`config.mk`:
```
export PLATFORM = sky130hd
export DESIGN_NAME = spectrum_bar_display
export DESIGN_NICKNAME = d
export VERILOG_FILES = /design/src/rtl/spectrum_disp_pkg.sv /design/src/rtl/spectrum_peak_hold.sv /design/src/rtl/spectrum_bar_display.sv
export SDC_FILE = /design/constraint.sdc
export NUM_CORES = 1
export LEC_CHECK = 0
export CORE_ASPECT_RATIO = 2
export CORE_MARGIN = 2
export CORE_UTILIZATION = 55
export DETAILED_ROUTE_END_ITERATION = 8
export GPL_TIMING_DRIVEN = 0
export PLACE_DENSITY_LB_ADDON = 0.15
export SYNTH_ARGS = -nofsm -noshare
export SYNTH_HDL_FRONTEND = slang
export SYNTH_SLANG_ARGS = --single-unit
```
`constraint.sdc`:
```
create_clock -name clk -period 9.3 [get_ports clk]
set_input_delay 1.86 -clock clk [delete_from_list [all_inputs] [get_ports clk]]
set_output_delay 1.86 -clock clk [all_outputs]
set_load 0.02 [all_outputs]
```
`src/rtl/spectrum_disp_pkg.sv`:
```
// Shared constants and frame FSM state type for the spectrum bar display.
package spectrum_disp_pkg;

    localparam int NUM_BANDS = 8;
    localparam int BAND_W    = 12;
    localparam int LEVEL_W   = 5;
    localparam int PACKED_W  = 96;

    typedef enum logic [1:0] {
        ST_IDLE,
        ST_CONVERT,
        ST_UPDATE
    } frame_state_e;

endpackage

```
`src/rtl/spectrum_peak_hold.sv`:
```
// Per-band peak-hold registers with a free-running decay divider.
// Only instantiated when SPECTRUM_PEAK_HOLD_EN is defined.
module spectrum_peak_hold
    import spectrum_disp_pkg::*;
#(
    parameter int DECAY_DIV = 2500000
) (
    input  logic                                clk,
    input  logic                                rst_n,
    input  logic                                update,
    input  logic [NUM_BANDS-1:0][LEVEL_W-1:0]   lvl_nxt,
    output logic [NUM_BANDS-1:0][LEVEL_W-1:0]   peak_nxt
);

    localparam int DW = (DECAY_DIV > 1) ? $clog2(DECAY_DIV) : 1;

    logic [DW-1:0]                      decay_cnt;
    logic                               tick;
    logic [NUM_BANDS-1:0][LEVEL_W-1:0]  peak_q;

    assign tick = (decay_cnt == DW'(DECAY_DIV - 1));

    // A raise at UPDATE beats a coincident decay tick for that band.
    always_comb begin
        peak_nxt = peak_q;
        for (int b = 0; b < NUM_BANDS; b++) begin
            if (update && (lvl_nxt[b] > peak_q[b]))
                peak_nxt[b] = lvl_nxt[b];
            else if (tick && (peak_q[b] > lvl_nxt[b]))
                peak_nxt[b] = peak_q[b] - 1'b1;
        end
    end

    always_ff @(posedge clk or negedge rst_n) begin
        if (!rst_n) begin
            decay_cnt <= '0;
            peak_q    <= '0;
        end else begin
            decay_cnt <= tick ? '0 : decay_cnt + 1'b1;
            peak_q    <= peak_nxt;
        end
    end

endmodule

```
`src/rtl/spectrum_bar_display.sv`:
```
// Quantises 8 spectrum bands to bar heights and drives a column-scanned LED matrix.
// Define SPECTRUM_PEAK_HOLD_EN to overlay a decaying peak-hold dot per column.
module spectrum_bar_display
    import spectrum_disp_pkg::*;
#(
    parameter int ROWS        = 16,
    parameter int LEVEL_SHIFT = 8,
    parameter int SCAN_DIV    = 1000,
    parameter int DECAY_DIV   = 2500000
) (
    input  logic                        clk,
    input  logic                        rst_n,
    input  logic [PACKED_W-1:0]         spectrum_data_packed,
    input  logic                        spectrum_valid,
    input  logic                        overrun_clr,
    output logic [NUM_BANDS-1:0]        col_sel,
    output logic [ROWS-1:0]             row_data,
    output logic [NUM_BANDS*LEVEL_W-1:0] levels_packed,
    output logic                        update_done,
    output logic                        busy,
    output logic                        overrun
);

    localparam int SW = (SCAN_DIV > 1) ? $clog2(SCAN_DIV) : 1;

    if (ROWS < 1 || ROWS > 31 || SCAN_DIV < 1 || DECAY_DIV < 1) begin : g_bad_param
        $error("spectrum_bar_display: illegal parameter value");
    end

    frame_state_e                       state, state_nxt;
    logic [NUM_BANDS-1:0][BAND_W-1:0]   cap_q, pend_q;
    logic                               pend_vld;
    logic [2:0]                         band_idx;
    logic [NUM_BANDS-1:0][LEVEL_W-1:0]  shadow_q, lvl_q, lvl_nxt, peak_nxt;
    logic                               start_pend, pend_wr, ovr_set;
    logic [SW-1:0]                      scan_cnt;
    logic [2:0]                         col_idx, col_nxt;
    logic [ROWS-1:0]                    row_nxt;

    function automatic logic [LEVEL_W-1:0] quantise(input logic [BAND_W-1:0] b);
        logic [BAND_W-1:0] s;
        s = b >> LEVEL_SHIFT;
        return (s > BAND_W'(ROWS)) ? LEVEL_W'(ROWS) : s[LEVEL_W-1:0];
    endfunction

    assign busy          = (state != ST_IDLE);
    assign levels_packed = lvl_q;
    assign col_sel       = 8'b1 << col_idx;
    assign lvl_nxt       = (state == ST_UPDATE) ? shadow_q : lvl_q;

    // A pending frame is consumed in UPDATE, or in IDLE if it arrived during UPDATE.
    always_comb begin
        state_nxt  = state;
        start_pend = 1'b0;
        case (state)
            ST_IDLE: begin
                if (pend_vld) begin
                    start_pend = 1'b1;
                    state_nxt  = ST_CONVERT;
                end else if (spectrum_valid) begin
                    state_nxt  = ST_CONVERT;
                end
            end
            ST_CONVERT: if (band_idx == 3'd7) state_nxt = ST_UPDATE;
            ST_UPDATE: begin
                if (pend_vld) begin
                    start_pend = 1'b1;
                    state_nxt  = ST_CONVERT;
                end else begin
                    state_nxt  = ST_IDLE;
                end
            end
            default: state_nxt = ST_IDLE;
        endcase
    end

    assign pend_wr = spectrum_valid && (busy || pend_vld);
    assign ovr_set = pend_wr && pend_vld && !start_pend;

    always_ff @(posedge clk or negedge rst_n) begin
        if (!rst_n) begin
            state       <= ST_IDLE;
            cap_q       <= '0;
            pend_q      <= '0;
            pend_vld    <= 1'b0;
            band_idx    <= '0;
            shadow_q    <= '0;
            lvl_q       <= '0;
            update_done <= 1'b0;
            overrun     <= 1'b0;
        end else begin
            state       <= state_nxt;
            update_done <= (state == ST_UPDATE);
            lvl_q       <= lvl_nxt;
            if (start_pend)
                cap_q <= pend_q;
            else if (state == ST_IDLE && spectrum_valid)
                cap_q <= spectrum_data_packed;
            if (pend_wr) begin
                pend_q   <= spectrum_data_packed;
                pend_vld <= 1'b1;
            end else if (start_pend) begin
                pend_vld <= 1'b0;
            end
            if (state == ST_CONVERT) begin
                shadow_q[band_idx] <= quantise(cap_q[band_idx]);
                band_idx           <= band_idx + 1'b1;
            end else begin
                band_idx <= '0;
            end
            if (ovr_set)
                overrun <= 1'b1;
            else if (overrun_clr)
                overrun <= 1'b0;
        end
    end

`ifdef SPECTRUM_PEAK_HOLD_EN
    spectrum_peak_hold #(.DECAY_DIV(DECAY_DIV)) u_peak (
        .clk      (clk),
        .rst_n    (rst_n),
        .update   (state == ST_UPDATE),
        .lvl_nxt  (lvl_nxt),
        .peak_nxt (peak_nxt)
    );
`else
    assign peak_nxt = '0;
`endif

    assign col_nxt = (scan_cnt == SW'(SCAN_DIV - 1)) ? col_idx + 1'b1 : col_idx;

    // Pattern is built from next-cycle column/levels so row_data lines up with col_sel.
    always_comb begin
        row_nxt = '0;
        for (int r = 0; r < ROWS; r++)
            row_nxt[r] = (LEVEL_W'(r) < lvl_nxt[col_nxt]) ||
                         (peak_nxt[col_nxt] == LEVEL_W'(r + 1));
    end

    always_ff @(posedge clk or negedge rst_n) begin
        if (!rst_n) begin
            scan_cnt <= '0;
            col_idx  <= '0;
            row_data <= '0;
        end else begin
            scan_cnt <= (scan_cnt == SW'(SCAN_DIV - 1)) ? '0 : scan_cnt + 1'b1;
            col_idx  <= col_nxt;
            row_data <= row_nxt;
        end
    end

endmodule

```
# Word level (Yosys, flattened, before mapping)
# Memories as Yosys holds them, arrays and structs flattened.
# Cells that the tools add are included.
# W data, S select, Z words.
# op_classes
n_shift	1
muxes	26
reduce_logical	30
magnitude_cmp	20
n_eq_ne	22
n_addsub	3
# ops
op	count
$mux W96	2
$bwmux W40	1
$eq A5 B4 Y1 const B	8
$lt A4 B5 Y1 const A	8
$mux W40	1
$bmux W12 S3	1
$eq A5 B3 Y1 const B	4
$lt A3 B5 Y1 const A	4
$mux W5	4
$logic_or A1 B1 Y1	17
$bmux W5 S3	1
$demux W5 S3	1
$mux W12	1
$add A10 B1 Y10 const B	1
$eq A10 B10 Y1 const B	1
$eq A5 B2 Y1 const B	2
$lt A1 B5 Y1 const A	2
$lt A2 B5 Y1 const A	2
$mux W10	1
$lt A3 B4 Y1 const B	2
$reduce_bool A2 Y1	4
$shl A1 B3 Y8 const A	1
$mux W1	7
$add A3 B1 Y3 const B	2
other kinds (17)	24
# word_totals
romBits	40
mem_count	1
inputBits	100
ff_bits	309
# mem_list
name	words	width	rd	rd_ports_with_merged_regs	write_ports	line	text
(name not given)	8	5	1	0	0	spectrum_bar_display.sv:137	(peak_nxt[col_nxt] == LEVEL_W'(r + 1));

# Depth between registers and ports, before layout
# Gate-level depths: netlist of the first run.
# depth
word_depth	6
ltp_mapped	10
ltp_nobuf	9

# Worst setup path after synthesis of the first run
# Ideal clock, no wire load.
# synth_path
path_kind	register to output
from	reg col_idx[0]
to	out col_sel[0]
t_required_ns	7.440
arrival_ns	1.476
path_slack_ns	5.964
stages_incl_launch_ff	5
n_path_buf	1
path_cell_list	dfrtp_1 clkinv_1 buf_1 ha_1 nor2b_1
# synth_between
elab_chain_len	1
# synth_lines
element	line	text
start: declaration	spectrum_bar_display.sv:37	logic [2:0] col_idx, col_nxt;
start signal: assignment	spectrum_bar_display.sv:147	col_idx <= col_nxt;
$shl A1 B3 Y8	spectrum_bar_display.sv:48	assign col_sel = 8'b1 << col_idx;
end: declaration	spectrum_bar_display.sv:16	output logic [NUM_BANDS-1:0] col_sel,
# Every way passes these cells.

# Worst setup path in the final report of the first run
# Ends and elaborated chain as after synthesis.

==> results.md, run 1 <==
* Root Buffer: clkbuf_16
* Leading area contributor after synthesis: dfrtp_1
* Switching power total at approximately 1.1 mW
* Kind of critical path: reg -> out
* Floorplan row count at 62
* Crit end category: output port
* Synthesized Nets at ~750
* Internal power at 1.969 mW
* H-tree depth at 4
* Final Hold Viols at 0
* Post-Place Setup Slack at 5177 ps
* Cell count after synthesis at between 600 and 700
* Flop pwr share at about two fifths
* Ant diodes at 0
* Gate power share at 38.5%
* Worst skew pair latency at 420 ps
* FFs w/ async S/R, synth at between 90% and 100%
* Max Cap Violations at 0
* WP data arrival at between 2000 and 3000 ps
* Max_slew headroom at between 30% and 40%
* RSZ-0062 raised after global routing: no
* Final nets at slightly below 900
* Ys flop type: dfrtp_1
* DIE AREA at 15430 µm²
* DRC at 0
* I/O pin cnt at around 170
* Final Cycle Share at roughly half
* Total GRT Usage at 24.45%
* Setup ws final at 4710 ps
* Drt initial violations at 374
* Post-DP HPWL at 12580 µm
* EDFF count, synth at 0
* Routed WL at about 18000 µm
* Die width at a little under 90 µm
* Initial Utilization at 55.77%
* Storage cell area at between 4000 and 5000 µm²
* Pwr/cell area at 310.8 nW/µm²
* Clock transition at path regs at 60 ps
* Via Count at approximately 5500
* Post-Syn Area at just under 8000 µm²
* Max Buffers Root-to-Sink at 2
* Register area share after synthesis at between 50% and 60%
* Vias per cell at roughly 5.7
* Fmax at 217.9 MHz
* Synth Register Bits at roughly 170
* CP max FO at 11
* Synth-to-Final Area Change at 23.25%
* Average wire per standard cell at about 18 µm
* Leak pwr at approximately 4.3 nW
* Port-buffer cells at just over 100
* CTS resizes at 0
* Top-area cell type share of the netlist area at between 50% and 60%
* Switch share at a little over a third
* Design area at 9758 µm²
* Clk network pwr share at 22.0%
* Placed cell area at 9211 µm²
* Die Span Y at about 170 µm
* Multi-input gate area at between 3000 and 4000 µm²
* Clk_skew at roughly 6.1 ps
* Final Wtd Congestion at about 0.88
* Worst vdd ir at 0.0001972 V
* Vias in the first global route at ~5500
* Share of layout cells above drive strength 1 at between 10% and 20%
* Synth area leaders: dfrtp_1 55%, mux2_2 10%, mux2i_1 7.2%
* Gr ovfl total at 0
* First-pass GRT wire length at ~29000 µm
* Antenna-violating nets left at 0
* Count of different cell masters after synthesis at 57
* Fin. max-slew vios at 0
* Tot Pwr at a little over 3 mW
* Fillers at ~1100
* CTS Buf Count at 17
* # clock sinks at about 170
* Post-CTS setup buffer count at 0
* Status: finished clean
* Drt pass-1 iters at 5
* Hold_buf cts at 0
* Worst-Margin Slew at around 940 ps
* Worst Hold Class: reg -> reg
* Critical path startpoint category: flop
* Core Area at between 10000 and 15000 µm²
* Final setup violating endpoints at 0
* Largest net degree at the start of global routing at 96
* Ys Warns at 0
* CP required at about 7400 ps
* CTS tree: built
* Final Critical Period at ~4600 ps
* Syn Area/Cell at around 12 µm²
* Initial antenna violation count at 0
## worst max-delay path, stage by stage (launching register included)
cell             delay [ps]
dfrtp_1                 470
clkinv_1                230
buf_1                   550
ha_1                    300
nor2b_1                 150
clkdlybuf4s50_1         610
## through the flow
| stage | utilization [%] | cells | hold slack, ps | TNS (ps) |
|---|---|---|---|---|
| finish | 68.74 | 969 | 479.8 | 0 |
| global route | 68.74 | 969 | 506.1 | 0 |
| CTS | 68.74 | 969 | 479.2 | 0 |
| detailed placement | 64.89 | 939 | 465.7 | 0 |
| global placement | 64.66 | 938 | 455.5 | -119710 |
| floorplan | - | 644 | 444.6 | 0 |
## power by group through the flow
stage	Clock, mW	Sequential, mW	Combinational (mW)
3_3_place_gp	0	1.20	1.13
4_1_cts	0.676	1.20	1.17
5_1_grt	0.705	1.23	1.27
3_5_place_dp	0	1.21	1.17
6_report	0.668	1.20	1.17
2_1_floorplan	0	1.28	0.622
## Yosys cell counts, types with 2 or more instances
| cell type | instances |
|---|---|
| nand2_1 | 79 |
| o21ai_1 | 2 |
| a221oi_1 | 5 |
| dfrtp_1 | 173 |
| clkinv_1 | 2 |
| or2_1 | 3 |
| and3_1 | 2 |
| nor3b_1 | 2 |
| a21oi_1 | 3 |
| nand3b_1 | 2 |
| mux4_2 | 21 |
| buf_6 | 2 |
| xnor2_1 | 2 |
| nor2_1 | 25 |
| a31oi_1 | 2 |
| nor3_1 | 4 |
| xor2_1 | 4 |
| and2_1 | 15 |
| o211ai_1 | 2 |
| nor2b_1 | 5 |
| nor4_1 | 2 |
| o21ai_0 | 41 |
| a21o_1 | 5 |
| mux2i_1 | 57 |
| nand4_1 | 3 |
| a311oi_1 | 2 |
| a22oi_1 | 5 |
| nand2b_1 | 3 |
| buf_1 | 3 |
| or3b_1 | 2 |
| mux2_2 | 72 |
| clkbuf_1 | 23 |
| inv_1 | 27 |
| nand3_1 | 13 |
| ha_1 | 9 |
## registers in the layout, summed over array words and instances (netlist names)
name           flops
row_data          16
shadow_q          32
update_done        1
pend_vld           1
state              2
col_idx            3
levels_packed     40
cap_q             32
band_idx           3
pend_q            32
scan_cnt          10
overrun            1
## routing by layer
metal / part of all wire, % / vias to the layer above / track usage (%) / routed length [µm]
met5: 0 / - / 0 / 0
met2: 50 / 175 / 37.84 / 8846
met3: 4.1 / 43 / 4.143 / 723
li1: - / 2517 / - / -
met1: 44 / 2784 / 34.29 / 7788
met4: 2.7 / 0 / 9.596 / 488
## worst paths after layout
kind / start / end / slack, ps / cells after the start
max: col_idx[0]$_DFF_PN0_ / col_sel[0] / 4710 / 5
min: cap_q[83]$_DFFE_PN0P_ / cap_q[83]$_DFFE_PN0P_ / 480 / 2
max reg2reg: col_idx[0]$_DFF_PN0_ / row_data[0]$_DFF_PN0_ / 5470 / 8
min reg2reg: cap_q[83]$_DFFE_PN0P_ / cap_q[83]$_DFFE_PN0P_ / 480 / 2
max in group asynchronous: rst_n / row_data[1]$_DFF_PN0_ / 7030 / 2
min in group asynchronous: rst_n / pend_q[82]$_DFFE_PN0P_ / 1450 / 1
## cell families after synthesis
logic type	Yosys count	share of synthesized area (%)
DFF	173	54.68
and+or+nand+nor	168	10.38
muxes	150	23.42
xor gates and xnor gates	6	0.6637
AOI/OAI and AO/OA	78	6.305
buffers and inverters	60	3.129
adders and majority gates	9	1.422
## cell usage in the layout, fill, tap and decap left out, types with 15 or more instances in the layout
cell             Yosys  layout
clkbuf_16            0      17
mux2_2              72      72
dfrtp_1            173     173
and2_1              15      15
nor2_1              25      25
clkdlybuf4s50_1      0     101
mux4_2              21      21
o21ai_0             41      41
inv_1               27      27
nand2_1             79      79
mux2i_1             57      57
clkbuf_1            23      23
## cell type report
| class | count | area share, % |
|---|---|---|
| well taps | 192 | 2.462 |
| clock inverters | 11 | 0.9617 |
| clock buffers | 19 | 4.642 |
| inverters | 30 | 1.180 |
| flip-flops and latches | 173 | 44.36 |
| multi-input cells | 411 | 34.24 |
| repair buffers | 103 | 10.80 |
| plain buffers | 30 | 1.359 |
No activity file was read; power rests on OpenSTA's default activity.
==> run 2, diff against run 1 <==
- CORE_UTILIZATION: 55 -> 46
- clock period: 9.3 -> 4.19 ns (I/O delays scaled with it)
==> run 2 against run 1 <==
Effect of this change: highest routed layer unchanged; register-to-register slack worse by 5200 ps; clock power up 130%; critical path type is now reg -> reg; total power up 120%; sequential share of layout area down 0.27 points; first-iteration DRC count down 39%; routed wire length up 6.9%; final area up 0.60%; clock-buffer cell count up 2.
==> results.md, run 2 (synthesis results as in run 1) <==
* Critical path startpoint category: flop
* Initial Utilization at a little under half
* Floorplan row count at 67
* Hold WS at between 200 and 300 ps
* Die Span Y at between 150 and 200 µm
* Final Hold Viols at 0
* Vias in the first global route at 5913
* Port-buffer cells at between 100 and 150
* Post-CTS setup buffer count at 0
* First-pass GRT wire length at approximately 31000 µm
* Pwr/cell area at just under 700 nW/µm²
* Fin. max-slew vios at 0
* Crit end category: flop
* Status: finished clean
* Gr ovfl total at 0
* Worst-Margin Slew at approximately 930 ps
* CTS tree: built
* Root Buffer: clkbuf_16
* CP max FO at 11
* Switching power total at between 2 and 2.5 mW
* Drt initial violations at 227
* Fmax at between 200 and 300 MHz
* RSZ-0062 raised after global routing: no
* Worst vdd ir at about 0.00032 V
* Share of layout cells above drive strength 1 at between 15 and 20%
* Worst skew pair latency at ~430 ps
* Synth-to-Final Area Change at 23.99%
* Antenna-violating nets left at 0
* Routed WL at about 19000 µm
* Tot Pwr at 6.804 mW
* Fin cells at 986
* H-tree depth at 4
* Crit path cell chain: clkinv_1 > buf_1 > ha_1 > mux2i_1 > mux4_2 > nor2_4 > o21bai_2 > or3b_1
* Setup TNS at 0 ps
* DIE AREA at approximately 18000 µm²
* Worst Hold Class: in -> async
* Average wire per standard cell at 19.35 µm
* Crit path buf inv count at 2
* Final Wtd Congestion at 0.9523
* CTS resizes at 0
* Flop pwr share at between 30 and 40%
* Core Area at 16850 µm²
* Commonest non-fill, non-tap cell in the layout: dfrtp_1
* # clock sinks at 173
* Total GRT Usage at about 22%
* Ant diodes at 0
* Placed insts at 954
* Die width at a little under 100 µm
* Gate power share at a little under two fifths
* WP data arrival at 4230 ps
* Final Cycle Share at about 94%
* Kind of critical path: reg -> reg
* Max Buffers Root-to-Sink at 2
* CTS Buf Count at 17
* Switch share at 35.07%
* Highest-delay cell along the critical path: mux2i_1
* Largest delay share family, worst path: multiplexers
* Max_slew headroom at roughly 36%
* Hold_buf cts at 0
* Clock transition at path regs at 70 ps
* CP required at 4500 ps
* DRC at 0
* Initial antenna violation count at 0
* Internal power at 4.418 mW
* Vias per cell at 5.516
* Post-DP HPWL at ~15000 µm
* Max Cap Violations at 0
* Largest register FFs at 40
* Drt pass-1 iters at 4
* Final setup violating endpoints at 0
* Leak pwr at 4.295 nW
* Via Count at 5439
* Clk_skew at about 6.8 ps
* I/O pin cnt at between 150 and 200
* Final Critical Period at ~4000 ps
* Largest net degree at the start of global routing at 127
* Final nets at around 900
* Clk network pwr share at 23.0%
* Most frequent cells in the layout: 173 x dfrtp_1, 101 x clkdlybuf4s50_1, 79 x nand2_1, 72 x mux2_2, 57 x mux2i_1
* Largest stage delay, worst path at 760 ps
run 2: changes by cell type in the layout (fill, tap and decap cells not counted), sizes merged:
cell / change
clkbuf: +2
inv: +2
clkinv: -1
clkinvlp: -1
run 2: path summary, 6_finish.rpt:
kind,endpoint,from,cells after the start,slack [ps]
setup / recovery,row_data[0]$_DFF_PN0_,col_idx[0]$_DFF_PN0_,8,270
hold / removal,scan_cnt[4]$_DFF_PN0_,rst_n,1,300
setup reg to reg,row_data[0]$_DFF_PN0_,col_idx[0]$_DFF_PN0_,8,270
hold reg to reg,cap_q[47]$_DFFE_PN0P_,cap_q[47]$_DFFE_PN0P_,2,480
max in group asynchronous,pend_q[69]$_DFFE_PN0P_,rst_n,2,2950
min in group clk,cap_q[47]$_DFFE_PN0P_,cap_q[47]$_DFFE_PN0P_,2,480
run 2: power groups by stage:
stage	Combinational [mW]	Clock, mW	Sequential (mW)
after floorplan	1.38	0	2.84
after global placement	2.54	0	2.69
after detailed placement	2.60	0	2.71
after CTS	2.61	1.59	2.69
after global routing	2.81	1.66	2.75
final	2.56	1.56	2.68
run 2: through the flow:
stage / utilization (%) / instance area, µm² / setup slack [ps]
final: 58.26 / 9817 / 267.0
after detailed placement: 54.78 / 9230 / 271.2
after floorplan: - / 7918 / 1158
after global placement: 54.59 / 9198 / -4528
after global routing: 58.26 / 9817 / 4.705
after CTS: 58.26 / 9817 / 269.3
run 2: area by class of cell:
class / instances / area [µm²]
flip-flops and latches: 173 / 4329
multi-input cells: 411 / 3341
fillers: 1448 / 7033
well taps: 207 / 259.0
plain buffers: 30 / 132.6
inverters: 30 / 115.1
clock inverters: 11 / 106.4
repair buffers: 103 / 1054
clock buffers: 21 / 480.5
run 2: layer usage:
layer	part of all wire, %	GRT usage [%]	wire length [µm]	vias to the layer above
met4	4.0	11.38	763	0
met5	0	0	0	-
met3	3.2	3.380	611	36
met1	33	21.00	6317	2730
met2	60	44.02	11380	153
li1	-	-	-	2520
==> run 3, diff against run 2 <==
- CORE_ASPECT_RATIO: 2 -> 0.8
- CTS_CLUSTER_DIAMETER: not set -> 40
==> run 3 against run 2 <==
Effect of this change: via count hardly changed; critical path type unchanged; clock power hardly changed; die area fell by 0.31%; register-to-register slack improved by 130 ps.
==> results.md, run 3 (synthesis results as in run 1) <==
* Highest-delay cell along the critical path: o21ai_0
* Via Count at between 5000 and 6000
* Commonest non-fill, non-tap cell in the layout: dfrtp_1
* Final Critical Period at 3789 ps
* Post-CTS setup buffer count at 0
* Largest stage delay, worst path at between 800 and 900 ps
* Final Cycle Share at between 90% and 100%
* Most frequent cells in the layout: 173 x dfrtp_1, 101 x clkdlybuf4s50_1, 79 x nand2_1, 72 x mux2_2, 56 x mux2i_1
* Die width at 150.7 µm
* Fillers at 1354
* Final setup violating endpoints at 0
* Worst Hold Class: in -> async
* Initial antenna violation count at 0
* Final Hold Viols at 0
* Final Wtd Congestion at between 0.8 and 0.9
* Port-buffer cells at ~100
* Clk_skew at about 8.1 ps
* Worst vdd ir at around 0.00035 V
* Placed cell area at approximately 9200 µm²
* Gr ovfl total at 0
* Routed WL at around 18000 µm
* Critical path startpoint category: flop
* Max Buffers Root-to-Sink at 2
* Max_slew headroom at approximately 23%
* Synth-to-Final Area Change at 24.27%
* Drt initial violations at 359
* DRC at 0
* Root Buffer: clkbuf_16
* FF-to-FF path depth at 8
* Worst-Margin Slew at ~1100 ps
* DIE AREA at approximately 18000 µm²
* Drt pass-1 iters at 5
* Antenna-violating nets left at 0
* Placed insts at 967
* RSZ-0062 raised after global routing: no
* Core Area at approximately 17000 µm²
* WP data arrival at 4100 ps
* Total GRT Usage at 20.86%
* Status: finished clean
* Design area at 9839 µm²
* Crit end category: flop
* Final nets at approximately 880
* I/O pin cnt at 167
* Pwr/cell area at approximately 700 nW/µm²
* Post-DP HPWL at between 10000 and 15000 µm
* Largest register FFs at 40
* CTS tree: built
* Worst skew pair latency at between 400 and 500 ps
* Vias per cell at between 5 and 6
* # clock sinks at 173
* Ant diodes at 0
* Kind of critical path: reg -> reg
* Post-Place Setup Slack at between 300 and 400 ps
* Clock transition at path regs at approximately 70 ps
* R2r endpoint: row_data[0]$_DFF_PN0_
* First-pass GRT wire length at 28900 µm
* Average wire per standard cell at 17.79 µm
* Leak pwr at 4.285 nW
* Vias in the first global route at 5400
* Largest net degree at the start of global routing at 105
* CP max FO at 11
* R2R Path Start: col_idx[0]$_DFF_PN0_
* Crit path cell chain: clkinv_1 > buf_1 > ha_1 > mux2i_2 > a31o_1 > o21ai_0 > nand2_1 > or3b_1
* CP required at between 4000 and 5000 ps
* Die Span Y at about 120 µm
* CTS Buf Count at 17
* Fin. max-slew vios at 0
* Hold_buf cts at 0
* Share of layout cells above drive strength 1 at 18.23%
* CTS resizes at 0
* Fmax at 263.9 MHz
* Fin cells at 999
* R2R Setup Slk at approximately 400 ps
* Initial Utilization at a little under half
* Setup ws final at roughly 400 ps
* Max Cap Violations at 0
* Floorplan row count at between 40 and 50
* H-tree depth at 4
[run 3: cell count changes in the layout (fill, tap and decap cells not counted), sizes merged]
cell      change
clkbuf        -4
clkinvlp      +3
clkinv        -2
inv           +2
bufinv        +1
[run 3: worst max-delay path: cells and delay by family (launching register included)]
kind | cells | cell delay [ps]
AO/OA/AOI/OAI | 2 | 1120
adder cells (fa/ha/maj) | 1 | 500
buffers and inverters | 2 | 690
flip-flops | 1 | 540
multiplexers | 1 | 220
AND/OR/NAND/NOR | 2 | 600
[run 3: cell type report]
cell class	instances	area, µm²	area share, %
Multi-Input combinational cell	411	3344	33.99
Clock buffer	17	425.4	4.323
Clock inverter	15	163.9	1.666
Inverter	30	115.1	1.170
Timing Repair Buffer	103	1054	10.71
Sequential cell	173	4329	44.00
Buffer	30	132.6	1.348
Tap cell	220	275.3	2.798
[run 3: how the worst max path moves through the flow]
stage / from / to / slack [ps] / depth (start not counted)
finish: col_idx[0]$_DFF_PN0_ / row_data[0]$_DFF_PN0_ / 400 / 8
detailed placement: col_idx[0]$_DFF_PN0_ / row_data[0]$_DFF_PN0_ / 310 / 8
global placement: rst_n / scan_cnt[4]$_DFF_PN0_ / -4580 / 1
floorplan: col_idx[0]$_DFF_PN0_ / row_data[0]$_DFF_PN0_ / 1160 / 8
CTS: col_idx[0]$_DFF_PN0_ / row_data[0]$_DFF_PN0_ / 300 / 8
global route: col_idx[0]$_DFF_PN0_ / row_data[0]$_DFF_PN0_ / 230 / 8
[run 3: layer usage]
layer,part of all wire (%),global-route usage [%]
met3,5.2,5.301
met5,0,0
met1,49,31.76
met4,1.1,5.023
met2,45,29.94
[run 3: where the power goes]
| part | internal, mW | switching, mW |
|---|---|---|
| Combinational | 1.25 | 1.31 |
| Clock | 0.888 | 0.684 |
| Sequential | 2.28 | 0.388 |
| Total | 4.42 | 2.38 |
[run 3: stage by stage]
step           setup TNS, ps  total power [mW]  utilization, %  hold WS, ps
3_3_place_gp         -790050             5.198           55.14        463.7
2_1_floorplan              0             4.225               -        444.6
5_1_grt                    0             7.210           58.88        387.2
6_report                   0             6.799           58.88        351.3
4_1_cts                    0             6.859           58.86        374.3
3_5_place_dp               0             5.276           55.33        465.6
